File: src/rtl/mdio_responder.sv
// mdio_responder: Clause 22 MDIO management slave with a 32 x 16 register file and host-side access port.
module mdio_responder #(
  parameter int          PREAMBLE_MIN = 32,
  parameter logic [15:0] PHY_ID1      = 16'h0141,
  parameter logic [15:0] PHY_ID2      = 16'h0CC2,
  parameter bit          BCAST_EN     = 1'b1
) (
  input  logic        clk_8_3mhz,
  input  logic        reset_n,
  input  logic [4:0]  phy_addr,
  input  logic        mdio_in,
  output logic        mdio_out,
  output logic        mdio_oe,
  input  logic        host_wr_en,
  input  logic [4:0]  host_wr_addr,
  input  logic [15:0] host_wr_data,
  input  logic [4:0]  host_rd_addr,
  output logic [15:0] host_rd_data,
  output logic        mgmt_wr_strobe,
  output logic [4:0]  mgmt_wr_addr,
  output logic [15:0] mgmt_wr_data,
  output logic        mgmt_rd_strobe,
  output logic        frame_err
);
  localparam int PW = $clog2(PREAMBLE_MIN + 1);
  typedef enum logic [2:0] {IDLE, START, OP, PHYAD, REGAD, TA, DATA, IGNORE} state_t;
  state_t        state;
  logic [PW-1:0] pre;
  logic [4:0]    cnt;
  logic [4:0]    regad;
  logic [15:0]   sh;
  logic          op_hi;
  logic          rd;
  logic          drive;
  logic [15:0]   regs [32];
  logic [4:0]    pa_next;
  logic [4:0]    ra_next;
  logic [15:0]   wd_next;

  function automatic logic is_id(input logic [4:0] a);
    return a == 5'd2 || a == 5'd3;
  endfunction

  function automatic logic [15:0] rf(input logic [4:0] a);
    return a == 5'd2 ? PHY_ID1 : a == 5'd3 ? PHY_ID2 : regs[a];
  endfunction

  assign host_rd_data = rf(host_rd_addr);
  assign pa_next = {sh[3:0], mdio_in};
  assign ra_next = {regad[3:0], mdio_in};
  assign wd_next = {sh[14:0], mdio_in};
  assign drive   = rd && (state == DATA || (state == TA && cnt[0]));

  always_ff @(posedge clk_8_3mhz) begin
    if (!reset_n) begin
      state          <= IDLE;
      pre            <= '0;
      cnt            <= '0;
      regad          <= '0;
      sh             <= '0;
      op_hi          <= 1'b0;
      rd             <= 1'b0;
      mgmt_wr_strobe <= 1'b0;
      mgmt_wr_addr   <= '0;
      mgmt_wr_data   <= '0;
      mgmt_rd_strobe <= 1'b0;
      frame_err      <= 1'b0;
      for (int i = 0; i < 32; i++) regs[i] <= '0;
    end else begin
      mgmt_wr_strobe <= 1'b0;
      mgmt_rd_strobe <= 1'b0;
      frame_err      <= 1'b0;
      if (host_wr_en && !is_id(host_wr_addr)) regs[host_wr_addr] <= host_wr_data;
      // management commit below is assigned later, so it overrides a same-address host write
      case (state)
        IDLE: begin
          if (mdio_in) pre <= (pre == PW'(PREAMBLE_MIN)) ? pre : pre + 1'b1;
          else begin
            if (pre >= PW'(PREAMBLE_MIN)) state <= START;
            pre <= '0;
          end
        end
        START: begin
          state     <= mdio_in ? OP : IDLE;
          frame_err <= !mdio_in;
          cnt       <= '0;
        end
        OP: begin
          if (!cnt[0]) begin
            op_hi <= mdio_in;
            cnt   <= 5'd1;
          end else if (op_hi != mdio_in) begin
            rd    <= op_hi;
            state <= PHYAD;
            cnt   <= '0;
          end else begin
            frame_err <= 1'b1;
            state     <= IGNORE;
            cnt       <= 5'd27;
          end
        end
        PHYAD: begin
          sh <= wd_next;
          if (cnt == 5'd4) begin
            if (pa_next == phy_addr || (BCAST_EN && pa_next == 5'd0 && !rd)) begin
              state <= REGAD;
              cnt   <= '0;
            end else begin
              state <= IGNORE;
              cnt   <= 5'd22;
            end
          end else cnt <= cnt + 1'b1;
        end
        REGAD: begin
          regad <= ra_next;
          if (cnt == 5'd4) begin
            state <= TA;
            cnt   <= '0;
            if (rd) begin
              sh             <= rf(ra_next);
              mgmt_rd_strobe <= 1'b1;
            end
          end else cnt <= cnt + 1'b1;
        end
        TA: begin
          state <= cnt[0] ? DATA : TA;
          cnt   <= cnt[0] ? 5'd0 : 5'd1;
        end
        DATA: begin
          if (!rd) sh <= wd_next;
          if (cnt == 5'd15) begin
            state <= IDLE;
            cnt   <= '0;
            if (!rd && !is_id(regad)) begin
              regs[regad]    <= wd_next;
              mgmt_wr_strobe <= 1'b1;
              mgmt_wr_addr   <= regad;
              mgmt_wr_data   <= wd_next;
            end
          end else cnt <= cnt + 1'b1;
        end
        IGNORE: begin
          state <= cnt == 5'd0 ? IDLE : IGNORE;
          cnt   <= cnt == 5'd0 ? 5'd0 : cnt - 1'b1;
        end
      endcase
    end
  end

  // pad drive changes on the falling edge, half a period ahead of the master's sampling edge
  always_ff @(negedge clk_8_3mhz) begin
    if (!reset_n) begin
      mdio_oe  <= 1'b0;
      mdio_out <= 1'b1;
    end else begin
      mdio_oe  <= drive;
      mdio_out <= drive ? (state == DATA && sh[~cnt[3:0]]) : 1'b1;
    end
  end
endmodule

File: config.mk
export PLATFORM = sky130hd
export DESIGN_NAME = mdio_responder
export DESIGN_NICKNAME = d
export VERILOG_FILES = /design/src/rtl/mdio_responder.sv
export SDC_FILE = /design/constraint.sdc
export NUM_CORES = 2
export LEC_CHECK = 0
export ABC_AREA = 1
export CORE_MARGIN = 4
export CORE_UTILIZATION = 40
export CTS_BUF_LIST = sky130_fd_sc_hd__clkbuf_2 sky130_fd_sc_hd__clkbuf_4 sky130_fd_sc_hd__clkbuf_8
export DETAILED_ROUTE_END_ITERATION = 6
export HOLD_SLACK_MARGIN = 0.03
export PLACE_DENSITY_LB_ADDON = 0.2
export SLEW_MARGIN = 30
export SYNTH_ARGS = -nofsm -noshare
export SYNTH_HDL_FRONTEND = slang
export SYNTH_SLANG_ARGS = --single-unit
File: constraint.sdc
create_clock -name clk_8_3mhz -period 6.4 [get_ports clk_8_3mhz]
set_input_delay 0.96 -clock clk_8_3mhz [delete_from_list [all_inputs] [get_ports clk_8_3mhz]]
set_output_delay 0.96 -clock clk_8_3mhz [all_outputs]
set_load 0.05 [all_outputs]
Word level (Yosys, flattened, before mapping) --
Memories as Yosys holds them, arrays and structs flattened. Index checks and enable logic that the tools add are counted.
Word-level totals: register bits after elaboration 63, RAM bits 512, logic and storage cells 132, memories kept 1
Memories:
- regs | depth 32, width 16, rd ports 2, clocked after Yosys merged registers in 0, wr ports 32, line 35 | logic [15:0] regs [32];
Cells by class: $add $sub $neg 3, order comparisons 2, eq/ne operators 29, muxes and demuxes 52, bitwise gates (word level) 2, reductions and logical operators 29
Operators by type and width (count):
- $mux W16 | 9
- $pmux W16 S3 | 1
- $mux W5 | 9
- $eq A5 B2 Y1 const B | 8
- $pmux W5 S7 | 1
- $reduce_or A16 Y1 | 2
- $mux W3 | 8
- $pmux W3 S8 | 1
- $ne A2 B2 Y1 const B | 9
- $mux W1 | 16
- $eq A3 B3 Y1 const B | 4
- $mux W6 | 2
- $logic_not A5 Y1 | 2
- $reduce_and A3 Y1 | 3
- $reduce_bool A7 Y1 | 1
- $add A6 B1 Y6 const B | 1
- $eq A3 B2 Y1 const B | 2
- $eq A6 B6 Y1 const B | 1
- $ge A6 B6 Y1 const B | 1
- $logic_and A1 B1 Y1 | 6
- $mux W2 | 3
- $reduce_and A2 Y1 | 3
- $reduce_and A6 Y1 | 1
- $add A5 B1 Y5 const B | 1
- other kinds (16) | 22

Longest topological paths before layout --
depth in word-level cells 11, gate-level depth with buffers 15, gate-level depth less buffers 13

==> impl_metrics.ini <==
[run_status]
status = complete, but fails checks
failed_checks = design-rule violations

[routing]
drt_iter0_drc = 5307
drc_errors = 8
wirelength_mm = 153
met2_length_mm = 63.8
via_per_inst = 6.25
dr.pass1.iters = 7
top_layer_used = met5
ant_nets = 0
wl_met3_mm = 21.7
vias = 34000
route.layer.met1.wl_mm = 56.9
wl_per_cell_um = 28.2

[critical_path]
arrival_ns = 4.97
critPathLaunchType = flip-flop
startpoint = mdio_oe
crit_chain = clkdlybuf4s50_1
worstReg2RegStart = cnt[0]
path_max_fanout = 1
critPathSlowestCell = clkdlybuf4s50_1
crit_path_max_incr_delay_ns = 0.80
worst-path-buf-inv = 1
critPathKind = flip-flop to primary output
worstPathRequired_ns = 5.44
path_delay_family = buffers and inverters
worst_setup_path_end_kind = primary output

[min_path]
min_path_type = flip-flop to flip-flop
hp-start = mgmt_wr_addr[1]

[logic_synthesis]
async_flop_share = 0
seq_area_frac_synth = 0.488
ys_ff_latch = 575
ys_warn_count = 0
syn_inst = 4279
netlist_area_um2 = 34100
dominantRegCellSynth = edfxtp_1
yosysTopAreaCellShare = 0.451
synth.avg_cell_area_um2 = 7.97
synth_edf_count = 512
netlist_top_cells_area = edfxtp_1, nand3_1, o21ai_0, nand2_1, dfxtp_1
ys_types = 43
yosys.area.top_type = edfxtp_1

[flow_run]
maxCapViolCount = 0

[layout]
finalNetCount = 4256
final_util = 0.452
drive_gt1_frac = 0.0893
areaGrowthSynthToFinish_pct = 11.3

[grt]
grt_pass1_vias = 30800
antenna_found_initial = 5
grt_max_degree = 134
overflow = 0
grt_pass1_wl_mm = 216
grt_use_total = 0.328

[pwr]
power_frac_seq = 0.484
p_leak_nw = 13.6
p_comb_frac = 0.109
p_switching_mw = 2.51
pwr-share-clk = 0.407
p_int_mw = 6.51
netSwitchingFraction = 0.278
ir_drop_mv = 0.175
p_per_area_nw_per_um2 = 238

[sta]
worst_slew_pin_slew_ns = 1.15
finClkSkew_ns = 0.0473
maxSlewViolCount = 0
final.setup.tns_ns = 0
hold_viol = 0
setup_viol = 0
relSlewSlack = 0.236
rsz0062_at_grt = no

[clocking]
post_cts_buffers = 0
tritoncts = yes
cts_repair_resize_count = 0
cts-root-buf = clkbuf_8
htree_levels = 3
numCtsBuffers = 105
clkTransAtPathRegs_ns = 0.06
clock_latency_ns = 0.73
cts.sinks = 575
hold_buffers = 0
clockBufferDepth = 3

[floorplan]
initial_core_util = 0.406
row_count = 106
die_w_um = 300
dieArea_um2 = 90000
boundaryPins = 77
core_area_um2 = 84100
chipHeight_um = 300

[place]
gp_congestion = 0.974
dp_hpwl_mm = 92.9
port_buffers = 76
## through the flow
stage                     hold WS (ns)  std cells  power (mW)  area (um2)  setup WS [ns]
final                            0.469       5435        9.02       38000          0.468
after global routing             0.484       5434        9.26       38000          0.418
after CTS                        0.469       5433        9.00       38000          0.428
after detailed placement         0.454       5240        5.38       35800           1.09
after global placement           0.455       5240        5.37       35800           1.08
after floorplan                  0.449       4310        4.95       34200           1.56
## synthesized netlist by cell type, types with 3 or more instances
master	count
nor3_1	25
o21ai_1	129
a221oi_1	4
a22oi_1	51
inv_1	328
a211oi_1	3
buf_1	49
o22ai_1	48
nand3_1	672
o221ai_1	31
xor2_1	9
inv_2	3
nand2_4	8
o21ai_0	593
a21oi_1	177
nand2_1	749
clkinv_1	4
o2111ai_1	37
nand4_1	48
o211ai_1	105
nor2_1	214
xnor2_1	3
clkbuf_1	316
ha_1	7
a31oi_1	11
edfxtp_1	512
dfxtp_1	63
buf_2	57
nand3b_1	3
## placed cells by master, fill, tap and decap left out, types with 5 or more instances in the layout
cell / count
nand3_1: 671
o211ai_1: 105
clkinv_2: 12
nand2_4: 8
a22oi_1: 51
o21ai_1: 129
clkbuf_4: 41
o2111ai_1: 37
nand2_1: 745
buf_4: 161
edfxtp_1: 512
clkbuf_8: 116
clkinv_1: 24
xor2_1: 9
o221ai_1: 30
dfxtp_1: 61
a21oi_1: 177
buf_2: 8
buf_12: 5
o21ai_0: 593
nand4_1: 48
nor2_1: 212
nor3_1: 25
o22ai_1: 48
conb_1: 32
nand2_2: 5
clkdlybuf4s50_1: 43
inv_2: 7
inv_1: 321
ha_1: 7
a31oi_1: 11
## cell type report
type / instances / area, um2
sequential: 575 / 16600
antenna: 2 / 5.00
fill: 8374 / 46100
inverter: 334 / 1260
clock buffer: 157 / 1900
tap: 1134 / 1420
timing repair buffer: 219 / 1800
clock inverter: 37 / 239
multi-input combinational: 2977 / 14700
## metal layers
layer	GRT usage	vias to the layer above
met5	0	-
met3	0.101	579
met4	0.193	2
li1	-	15000
met1	0.432	15900
met2	0.475	2558
## registers in the layout, indices dropped and copies added, names as in the netlist
name / flops
rd: 1
mdio_oe: 1
state: 3
op_hi: 1
mgmt_wr_data: 16
mgmt_rd_strobe: 1
mgmt_wr_strobe: 1
pre: 6
cnt: 5
regs: 512
sh: 16
frame_err: 1
mgmt_wr_addr: 5
mdio_out: 1
regad: 5
## final timing paths
kind,to,slack (ns),cells after the start
setup / recovery,mdio_oe,0.47,1
hold / removal,mgmt_wr_addr[1],0.47,1
setup reg to reg,mdio_out,1.01,7
hold reg to reg,mgmt_wr_addr[1],0.47,1
## worst reg2reg max path: stages, from the launching register on
cell	delay [ns]
dfxtp_1	0.69
clkinv_1	0.42
o21ai_0	0.26
nand3_1	0.09
nand3_1	0.08
nand2_1	0.06
o21ai_0	0.34
nand2_1	0.09
## power by group through the flow
| stage | clock, mW | sequential [mW] | combinational (mW) |
|---|---|---|---|
| after floorplan | 0.00294 | 4.40 | 0.547 |
| after global placement | 0.00294 | 4.43 | 0.935 |
| after detailed placement | 0.00294 | 4.44 | 0.942 |
| after CTS | 3.69 | 4.36 | 0.944 |
| after global routing | 3.86 | 4.38 | 1.02 |
| final | 3.67 | 4.37 | 0.986 |
## kinds of logic after synthesis
kind of cell    Yosys count  share of synthesized area
simple gates           1731                      0.223
compound gates         1195                      0.198
buf+inv                 758                     0.0856
flops                   575                      0.488
xor+xnor                 12                    0.00308
fa+ha+maj                 7                    0.00257
other cells               1                   0.000110
(Power assumes the default switching activity.)
